==> src/rtl/coasia_approver.sv <==
// coasia_approver
//
// Slave-side responder for the CoAsia application interface. A request
// (mems != 0) is captured from IDLE, evaluated for EVAL_CYCLES cycles
// using only the captured copies, and a 2-bit verdict is registered onto
// `approval`. The verdict is held until the master releases (mems == 0),
// which returns the block to IDLE. A running member quota is kept in
// `quota_used` and is only consumed by approved requests.
//
// Optional feature macro: COASIA_WAITLIST_EN
//   defined   : a request that would overflow the quota is waitlisted (11)
//   undefined : a request that would overflow the quota is rejected (10)
//
// Handshake: a request is offered by holding mems != 0; the responder
// accepts it on the first IDLE posedge that samples it, answers with a
// non-zero `approval` EVAL_CYCLES edges later, and drops `approval` on the
// first posedge after that which samples mems == 0.
//
// Ports
//   clk        in   1   clock, posedge
//   rst        in   1   asynchronous active-high reset
//   mems       in   3   requested member count, 0 = idle/release
//   lang_cer   in   2   language certificate level
//   kore_sub   in   1   Korean submission present
//   approval   out  2   00 none, 01 approved, 10 rejected, 11 waitlisted
//   quota_used out  QW  members approved since reset
//   state_dbg  out  2   current FSM state (00 IDLE, 01 EVAL, 10 HOLD)
`timescale 1ns/1ps

module coasia_approver #(
  parameter int EVAL_CYCLES = 2,
  parameter int LANG_MIN    = 2,
  parameter int MAX_MEMS    = 4,
  parameter int QUOTA       = 10,
  localparam int QW         = $clog2(QUOTA + 1)
) (
  input  logic          clk,
  input  logic          rst,
  input  logic [2:0]    mems,
  input  logic [1:0]    lang_cer,
  input  logic          kore_sub,
  output logic [1:0]    approval,
  output logic [QW-1:0] quota_used,
  output logic [1:0]    state_dbg
);

  typedef enum logic [1:0] {
    IDLE = 2'd0,
    EVAL = 2'd1,
    HOLD = 2'd2
  } state_t;

  localparam logic [1:0] V_NONE     = 2'b00;
  localparam logic [1:0] V_APPROVED = 2'b01;
  localparam logic [1:0] V_REJECTED = 2'b10;
`ifdef COASIA_WAITLIST_EN
  localparam logic [1:0] V_OVERFLOW = 2'b11;
`else
  localparam logic [1:0] V_OVERFLOW = 2'b10;
`endif

  // Sum width covers both the quota counter and a full 3-bit mems so the
  // overflow compare can never be fooled by a wrapped sum.
  localparam int SW = ((QW > 3) ? QW : 3) + 1;

  localparam logic [3:0]    EVAL_LOAD = 4'(EVAL_CYCLES - 1);
  localparam logic [2:0]    MAX_M     = 3'(MAX_MEMS);
  localparam logic [1:0]    LANG_M    = 2'(LANG_MIN);
  localparam logic [SW-1:0] QUOTA_S   = SW'(QUOTA);

  state_t          state;
  logic [3:0]      cnt;
  logic [2:0]      cap_mems;
  logic [1:0]      cap_lang;
  logic            cap_kore;

  logic [SW-1:0]   quota_sum;
  logic            reject;
  logic            overflow;
  logic [1:0]      verdict;
  logic            grant;

  assign state_dbg = state;

  // Verdict from captured copies only, in priority order:
  // eligibility rejection, then quota overflow, then approval.
  always_comb begin
    quota_sum = SW'(quota_used) + SW'(cap_mems);
    reject    = (cap_mems > MAX_M) || (cap_lang < LANG_M) || !cap_kore;
    overflow  = (quota_sum > QUOTA_S);
    verdict   = V_APPROVED;
    grant     = 1'b0;
    if (reject) begin
      verdict = V_REJECTED;
    end else if (overflow) begin
      verdict = V_OVERFLOW;
    end else begin
      verdict = V_APPROVED;
      grant   = 1'b1;
    end
  end

  always_ff @(posedge clk or posedge rst) begin
    if (rst) begin
      state      <= IDLE;
      approval   <= V_NONE;
      quota_used <= '0;
      cnt        <= '0;
      cap_mems   <= '0;
      cap_lang   <= '0;
      cap_kore   <= 1'b0;
    end else begin
      case (state)
        IDLE: begin
          if (mems != 3'd0) begin
            cap_mems <= mems;
            cap_lang <= lang_cer;
            cap_kore <= kore_sub;
            cnt      <= EVAL_LOAD;
            state    <= EVAL;
          end
        end
        EVAL: begin
          // Live inputs are deliberately not looked at here; an early
          // release still lets the verdict be issued.
          if (cnt != 4'd0) begin
            cnt <= cnt - 4'd1;
          end else begin
            approval <= verdict;
            if (grant) begin
              quota_used <= quota_sum[QW-1:0];
            end
            state <= HOLD;
          end
        end
        HOLD: begin
          if (mems == 3'd0) begin
            approval <= V_NONE;
            state    <= IDLE;
          end
        end
        default: begin
          state    <= IDLE;
          approval <= V_NONE;
        end
      endcase
    end
  end

endmodule

==> config.mk <==
export PLATFORM = sky130hd
export DESIGN_NAME = coasia_approver
export DESIGN_NICKNAME = d
export VERILOG_FILES = /design/src/rtl/coasia_approver.sv
export SDC_FILE = /design/constraint.sdc
export NUM_CORES = 1
export LEC_CHECK = 0
export CORE_UTILIZATION = 32
export CTS_BUF_LIST = sky130_fd_sc_hd__clkbuf_16
export DETAILED_ROUTE_END_ITERATION = 10
export PLACE_DENSITY = 0.5
export SLEW_MARGIN = 30
export SYNTH_ARGS = -nofsm -noshare
export SYNTH_HDL_FRONTEND = slang
export SYNTH_SLANG_ARGS = --single-unit
export TNS_END_PERCENT = 1
==> constraint.sdc <==
create_clock -name clk -period 2.5 [get_ports clk]
set_input_delay 0.5 -clock clk [delete_from_list [all_inputs] [get_ports clk]]
set_output_delay 0.5 -clock clk [all_outputs]
set_load 0.02 [all_outputs]
Yosys cells after proc, flatten, opt, wreduce, memory -nomap -nowiden:

Index checks and enable logic that the tools add are counted.

* add/sub/neg operators: 2
* magnitude comparators: 3
* equality and inequality tests: 6
* muxes and demuxes: 13
* bitwise logic cells: 2
* reductions and logical operators: 13

Operators with widths (number)
* 2-to-1 mux 2 bit: 6
* one-hot mux 2 bit (3 select lines): 2
* AND reduction 3 bit: 4
* 2-to-1 mux 4 bit: 2
* inequality test 2 bit, second input constant: 4
* one-hot mux 4 bit (2 select lines): 1
* adder 4 x 3 -> 5 bit: 1
* greater-than comparator 5 x 4 -> 1 bit, second input constant: 1
* nonzero test 4 bit: 1
* subtractor 4 x 1 -> 4 bit, second input constant: 1
* greater-than comparator 3 bit, second input constant: 1
* zero test 3 bit: 1
* nonzero test 3 bit: 1
* equality test 2 x 1 -> 1 bit, second input constant: 1
* equality test 2 bit, second input constant: 1
* zero test 2 bit: 1
* logical OR 1 bit: 2
* less-than comparator 2 bit, second input constant: 1
* 2-to-1 mux 1 bit: 2
* inverter 1 bit: 2
* AND reduction 2 bit: 1
* nonzero test 2 bit: 1
* zero test 1 bit: 1

* flip-flop bits (word level): 18
* input port bits: 8
* output and inout port bits: 8
* logic and storage cells: 46

Longest topological paths before layout:

Gate-level depths: netlist (run 1).

* depth in word-level cells: 6
* gate-level depth with buffers: 8
* mapped depth without buffers: 8

Least setup slack after synthesis (run 1):

Ideal clock, no wire load.

* path kind: register -> register
* start: register quota_used[0]
* end: register quota_used[0]
* setup time: 0.128 ns
* arrival: 2.208 ns
* data required time: 2.372 ns
* slack: 0.165 ns
* cell stages (with the launch flop): 9
* path buffers: 0
* clock period less this slack: 2.335 ns
* cells stage by stage: dfrtp_1 > ha_1 > inv_1 > fa_1 > nand2b_1 > a22oi_1 > o32a_4 > nor2_2 > mux2_1

* word-level cells in the longest chain between the ends: 5

Ends and longest elaborated chain
* from (decl): RTL line 43 `output logic [QW-1:0] quota_used,`
* from (signal assigned): RTL line 131 `quota_used <= quota_sum[QW-1:0];`
* adder 4 x 3 -> 5 bit (*): RTL line 88 `quota_sum = SW'(quota_used) + SW'(cap_mems);`
* greater-than comparator 5 x 4 -> 1 bit: RTL line 90 `overflow = (quota_sum > QUOTA_S);`
* 2-to-1 mux 1 bit: RTL line 95 `end else if (overflow) begin`
* 2-to-1 mux 1 bit: RTL line 93 `if (reject) begin`
* AND reduction 3 bit (no line)

Every way passes the cells marked *; elsewhere a longest branch is shown, timed or not.
A chain may end at the register's enable or synchronous reset.

Worst setup path after layout (run 1):

* start: register cap_mems[0]
* end: register quota_used[0]

* word-level cells in the longest chain between the ends: 5
* elaborated cells between the ends (all ways): 8
* those cells by class: add/sub: 1; order compare: 2; mux: 2; reduce/logical: 3

Ends and longest elaborated chain
* from (decl): RTL line 73 `logic [2:0] cap_mems;`
* from (signal assigned): RTL line 116 `cap_mems <= mems;`
* adder 4 x 3 -> 5 bit / greater-than comparator 3 bit (equally long branches): RTL line 88, 89
* greater-than comparator 5 x 4 -> 1 bit / logical OR 1 bit (equally long branches): RTL line 90, 89
* 2-to-1 mux 1 bit / logical OR 1 bit (equally long branches): RTL line 95, 89
* 2-to-1 mux 1 bit: RTL line 93
* AND reduction 3 bit (no line)

Parallel ways exist; a longest one is shown, timed or not.

==> metrics.csv, run 1 <==
stage,metric,value,unit
timing,"Slew Viols, Final",0,
placed_design,HPWL after DPL,1330,um
synth,complex-gate fraction of the synthesized area,19.1,%
layout,"commonest non-fill, non-tap cell in the layout",dfrtp_1,
clock_network,cts hold-fix bufs,0,
worst_setup_path,crit path cell chain,ha_1 > inv_1 > fa_1 > nand2b_1 > a22oi_1 > o32a_4 > nor2_2 > mux2_1,
pwr,LEAKAGE,0.544,nW
timing,Fin Setup TNS,0,ns
timing,RSZ-0062 raised after global routing,false,
floorplanning,row count,18,
worst_hold_path,class of the worst hold path,register to register,
placed_design,pre-CTS WS,0.128,ns
synth,synthesized cell area,906,sq um
worst_setup_path,crit path DAT,2.50,ns
floorplanning,Die X,55.2,um
timing,fmax,0.422,GHz
global_routing,initial antenna violation count,0,
floorplanning,Initial Util,35.3,%
flow_run,MaxCap Viol Count,0,
global_routing,largest net degree at the start of global routing,18,
global_routing,vias in the first global route,643,
worst_setup_path,RR Startpoint,cap_mems[0]$_DFFE_PP0P_,
synth,synth warn,0,
routing,WL final,1780,um
routing,initial DRC count,22,
synth,sequential element share of the synthesized area,47.0,%
routing,router iterations before antenna repair,4,
clock_network,clk sinks,17,
routing,Final ANT Viol Nets,0,
worst_setup_path,Worst Setup Path Type,register to register,
routing,vias,659,
timing,Max transition margin,55.3,%
worst_setup_path,Reg-to-Reg End,quota_used[0]$_DFFE_PP0P_,
synth,simple-gate share of the synthesized area,15.3,%
timing,Fin. Hold Viols,0,
synth,multiplexer area fraction after synthesis,4.83,%
worst_setup_path,Worst Path Required,2.63,ns
floorplanning,Total Die Area,0.00305,sq mm
timing,period utilization,94.8,%
synth,Synth Area in XOR/XNOR,1.93,%
worst_hold_path,hold depth,2,
routing,vias per inst,4.85,
synth,Avg Inst Size Synth,10.4,sq um
worst_setup_path,Setup crit start,cap_mems[0]$_DFFE_PP0P_,
worst_setup_path,Crit. End Element,register,
clock_network,H-tree levels,1,
clock_network,CTS Root Buffer Type,clkbuf_16,
placed_design,Final Wtd Congestion,0.751,
synth,main combinational cell family by area after synthesis,compound AO/OA/AOI/OAI gates,
outcome,status,"finished, final reports clean",
global_routing,grt ovf,0,
worst_setup_path,Slowest cell on crit path,fa_1,
synth,Post-Syn Nets,100,
layout,# nets final,120,
timing,Final min period,2.37,ns
layout,layout cell share with drive strength beyond 1,11.3,%
synth,synthesized instance count,87,
placed_design,PortBufs,14,
floorplanning,Core ar.,0.00257,sq mm
routing,Avg WL per Cell,13.1,um
worst_setup_path,CP Launch Type,register,
worst_hold_path,hold_sp,approval[1]$_DFFE_PP0P_,
clock_network,Max Root-Sink Buffers,2,
layout,ant diodes,0,
worst_hold_path,hold path endpoint,approval[1]$_DFFE_PP0P_,
layout,Fillers,260,
timing,Worst Max-Slew Pin Slew,0.670,ns
worst_setup_path,R2R Setup Slk,0.13,ns
pwr,P per Cell Area,1330,mW/mm^2
timing,Final Setup Violations,0,
global_routing,first-pass GRT wire length,3060,um
floorplanning,Die H,55.2,um
clock_network,worst skew pair latency,0.25,ns
clock_network,TritonCTS clock tree,done,
timing,final worst slack,0.131,ns
worst_setup_path,delay of the slowest critical-path stage,0.49,ns
layout,"leading cell types in the layout, fill and taps excluded","17 x dfrtp_1, 14 x clkdlybuf4s50_1, 10 x inv_1",
pwr,Peak VDD IR,0.650,mV
worst_setup_path,R2R depth,8,
clock_network,"Clk pin slew, worst setup/hold paths",0.05,ns
layout,area grow syn2layout,30.1,%
worst_setup_path,crit-path max FO,5,
synth,Adder-Cell Fraction of Synth Area,7.73,%
global_routing,Total GRT Usage,13.5,%
synth,Yosys cell types,34,
synth,Seq cells post-synth,17,
routing,# DRC,0,
timing,Setup Skew,0.00496,ns
clock_network,CTS buffer count,3,
floorplanning,IO Count,16,
per-layer routing:
| layer | GRT usage [%] | share of wire (%) | routed length [um] | vias to the layer above |
|---|---|---|---|---|
| li1 | - | - | - | 349 |
| met1 | 18.2 | 53 | 946 | 292 |
| met2 | 17.9 | 39 | 694 | 13 |
| met3 | 5.15 | 5.1 | 91 | 5 |
| met4 | 8.57 | 2.6 | 46 | 0 |
| met5 | 0 | 0 | 0 | - |
logic make-up (layout without fill, tap and decap cells):
group / Yosys count / in the layout
AO/OA/AOI/OAI: 24 / 24
AND/OR/NAND/NOR: 25 / 25
multiplexers: 4 / 4
adder cells (fa/ha/maj): 5 / 5
XOR/XNOR: 2 / 2
flip-flops: 17 / 17
buffers and inverters: 10 / 29
per-stage QoR:
stage	std cells	util (%)	area [sq um]	hold WS, ns	power (mW)
2_1_floorplan	87	-	906	0.426	1.03
3_3_place_gp	132	42.6	1090	0.461	1.24
3_5_place_dp	132	42.6	1090	0.471	1.26
4_1_cts	136	45.7	1170	0.484	1.59
5_1_grt	136	45.9	1180	0.501	1.70
6_report	136	45.9	1180	0.474	1.57
cell usage after synthesis:
cell type / instances / share of area [%]
nor3b_1: 1 / 0.83
a21oi_1: 3 / 1.7
or3_1: 2 / 1.4
o32a_4: 1 / 2.5
mux2_2: 2 / 2.5
or4b_2: 1 / 1.1
o21a_1: 1 / 0.83
nor2_2: 1 / 0.69
inv_1: 9 / 3.7
mux2_1: 1 / 1.2
dfrtp_1: 17 / 47
nor2b_1: 2 / 1.4
nand3_2: 1 / 1.1
xor2_1: 2 / 1.9
nand2b_1: 1 / 0.69
a22o_1: 3 / 2.9
clkbuf_1: 1 / 0.41
nor2_1: 1 / 0.41
a21o_1: 3 / 2.5
o21ai_1: 1 / 0.55
nor3_1: 1 / 0.55
o31ai_1: 1 / 0.83
nand4_1: 1 / 0.69
a2bb2oi_1: 1 / 0.97
nor4_1: 1 / 0.69
a211oi_1: 1 / 0.83
nand3_1: 2 / 1.1
o21ai_0: 7 / 3.9
ha_1: 4 / 5.5
nor4b_1: 1 / 0.97
mux2i_1: 1 / 1.1
a22oi_1: 2 / 1.7
fa_1: 1 / 2.2
nand2_1: 9 / 3.7
how the worst max path moves through the flow:
| stage | cells past startpoint | to | slack [ns] |
|---|---|---|---|
| floorplan | 8 | quota_used[0]$_DFFE_PP0P_ | 0.16 |
| global placement | 8 | quota_used[3]$_DFFE_PP0P_ | 0.13 |
| detailed placement | 8 | quota_used[0]$_DFFE_PP0P_ | 0.13 |
| CTS | 8 | quota_used[0]$_DFFE_PP0P_ | 0.12 |
| global route | 8 | quota_used[0]$_DFFE_PP0P_ | 0.02 |
| finish | 8 | quota_used[0]$_DFFE_PP0P_ | 0.13 |
sequential cells by signal (all words and copies together) (netlist names):
signal / cells
cnt: 4
cap_kore: 1
approval: 2
quota_used: 4
state_dbg: 2
cap_lang: 1
cap_mems: 3
worst max-delay path: cells and delay by family, from the launching register on:
kind                     cells  cell delay (ns)
flip-flops                   1             0.38
adder cells (fa/ha/maj)      2             0.72
AND/OR/NAND/NOR              2             0.26
multiplexers                 1             0.33
AO/OA/AOI/OAI                2             0.49
buffers and inverters        1             0.07
where the power goes:
part           internal, mW  switching [mW]  total [mW]
Sequential            0.392           0.110       0.502
Clock                 0.213           0.107       0.319
Combinational         0.368           0.380       0.748
cell type report:
class	instances	area, sq um	area share [%]
Clock inverter	1	3.75	0.318
Timing Repair Buffer	16	155	13.2
Inverter	9	33.8	2.87
Clock buffer	3	75.1	6.37
Multi-Input combinational cell	60	448	38.0
Tap cell	30	37.5	3.18
Sequential cell	17	425	36.1
timing repair:
action	4_1_cts	5_1_grt
endpoints found under the setup margin	0	1
buffers inserted	0	0
gates resized for setup	0	1
No activity file was read; power rests on OpenSTA's default activity.
==> inputs of run 2 (changes only) <==
clock period = 2.4 ns   (was 2.5 ns; I/O delays follow)
==> metrics.csv, run 2 (same netlist as run 1, synthesis figures left out) <==
stage,metric,value,unit
outcome,status,"finished, final reports clean",
timing,fmax,0.439,GHz
floorplanning,Die H,55.2,um
routing,vias per inst,5.04,
worst_setup_path,CP Launch Type,register,
floorplanning,Die X,55.2,um
pwr,Peak VDD IR,0.780,mV
layout,# nets final,123,
routing,router iterations before antenna repair,4,
worst_setup_path,Setup crit start,quota_used[0]$_DFFE_PP0P_,
timing,Final Setup Violations,0,
timing,period utilization,94.9,%
routing,Avg WL per Cell,13.3,um
flow_run,MaxCap Viol Count,0,
global_routing,grt ovf,0,
worst_setup_path,delay of the slowest critical-path stage,0.43,ns
routing,vias,701,
clock_network,"Clk pin slew, worst setup/hold paths",0.05,ns
timing,Worst Max-Slew Pin Slew,0.661,ns
floorplanning,Core ar.,0.00257,sq mm
layout,biggest regs,"cnt (4), quota_used (4), cap_mems (3)",
placed_design,HPWL after DPL,1400,um
timing,Setup Skew,0.00136,ns
layout,final instance area,0.00122,sq mm
worst_hold_path,hold_sp,approval[1]$_DFFE_PP0P_,
worst_hold_path,class of the worst hold path,register to register,
timing,"Slew Viols, Final",0,
global_routing,Total GRT Usage,13.9,%
layout,area grow syn2layout,35.1,%
global_routing,largest net degree at the start of global routing,18,
routing,# DRC,0,
worst_setup_path,crit-path max FO,5,
pwr,Final Power,1.75,mW
worst_setup_path,Top Family by Delay on Critical Path,adder cells,
clock_network,CTS Root Buffer Type,clkbuf_16,
timing,Final min period,2.28,ns
floorplanning,Initial Util,35.3,%
worst_setup_path,Crit path buffers/inverters,1,
layout,ant diodes,0,
clock_network,TritonCTS clock tree,done,
clock_network,clk sinks,17,
placed_design,placed inst area,0.00110,sq mm
pwr,P per Cell Area,1430,mW/mm^2
layout,layout cell share with drive strength beyond 1,16.5,%
floorplanning,row count,18,
clock_network,worst skew pair latency,0.24,ns
worst_setup_path,Worst Setup Path Type,register to register,
timing,Max transition margin,55.9,%
global_routing,initial antenna violation count,0,
worst_setup_path,crit path DAT,2.40,ns
floorplanning,Total Die Area,0.00305,sq mm
routing,WL final,1850,um
worst_setup_path,Worst Path Required,2.52,ns
clock_network,H-tree levels,1,
clock_network,CTS buffer count,3,
floorplanning,IO Count,16,
layout,"commonest non-fill, non-tap cell in the layout",dfrtp_1,
routing,initial DRC count,10,
layout,"leading cell types in the layout, fill and taps excluded","17 x dfrtp_1, 14 x clkdlybuf4s50_1, 10 x inv_1",
global_routing,vias in the first global route,668,
routing,Final ANT Viol Nets,0,
pwr,LEAKAGE,0.561,nW
timing,RSZ-0062 raised after global routing,false,
placed_design,Final Wtd Congestion,0.746,
worst_setup_path,crit path cell chain,ha_2 > inv_1 > fa_1 > xor2_2 > a22oi_1 > o32a_4 > nor2_4 > mux2_1,
worst_setup_path,RR Startpoint,quota_used[0]$_DFFE_PP0P_,
global_routing,first-pass GRT wire length,3240,um
clock_network,Max Root-Sink Buffers,2,
placed_design,PortBufs,14,
timing,Fin. Hold Viols,0,
worst_setup_path,Slowest cell on crit path,fa_1,
worst_setup_path,Crit. End Element,register,
==> run 2: through the flow <==
stage / util, % / hold WS, ns / setup WS (ns) / instances / setup TNS [ns]
6_report: 47.7 / 0.472 / 0.123 / 139 / 0
4_1_cts: 46.1 / 0.482 / 0.00296 / 137 / 0
2_1_floorplan: - / 0.406 / 0.0645 / 87 / 0
3_5_place_dp: 42.9 / 0.471 / -0.00733 / 133 / -0.00733
3_3_place_gp: 42.9 / 0.461 / 0.0352 / 133 / 0
5_1_grt: 47.7 / 0.500 / 0.0186 / 139 / 0
==> run 2: what timing repair did <==
action                                  4_1_cts  5_1_grt
setup buffers                                 0        2
endpoints found under the setup margin        2        3
pin swaps                                     1        1
resized for setup                             1        4
endpoints found under the hold margin         0        0
hold buffers                                  0        0
==> run 2: worst reg2reg max path: stages, from the launching register on <==
cell     delay, ns
dfrtp_1       0.37
ha_2          0.21
inv_1         0.06
fa_1          0.43
xor2_2        0.20
a22oi_1       0.11
o32a_4        0.36
nor2_4        0.11
mux2_1        0.32
==> run 2: layer usage <==
| layer | share of wire [%] | track usage, % |
|---|---|---|
| met2 | 43 | 20.8 |
| met4 | 1.3 | 5.36 |
| met5 | 0 | 0 |
| met3 | 4.4 | 5.15 |
| met1 | 51 | 18.1 |
==> run 2: path summary, 6_finish.rpt <==
kind	end	slack (ns)	cells after the start
setup reg to reg	quota_used[0]$_DFFE_PP0P_	0.12	8
hold / removal	approval[1]$_DFFE_PP0P_	0.47	2
max in group asynchronous	quota_used[3]$_DFFE_PP0P_	1.35	2
min in group asynchronous	state_dbg[1]$_DFFE_PP0P_	0.63	2
hold reg to reg	approval[1]$_DFFE_PP0P_	0.47	2
setup / recovery	quota_used[0]$_DFFE_PP0P_	0.12	8
==> run 2: cell type report <==
class                      count  area (sq um)
clock inverter                 1          3.75
inverter                       9          33.8
timing repair buffer          19           178
multi-input combinational     60           470
tap                           30          37.5
clock buffer                   3          75.1
fill                         249          1340
sequential                    17           425
==> run 2: where the power goes <==
part	internal [mW]	switching, mW
clock	0.221	0.0993
sequential	0.408	0.108
combinational	0.456	0.454
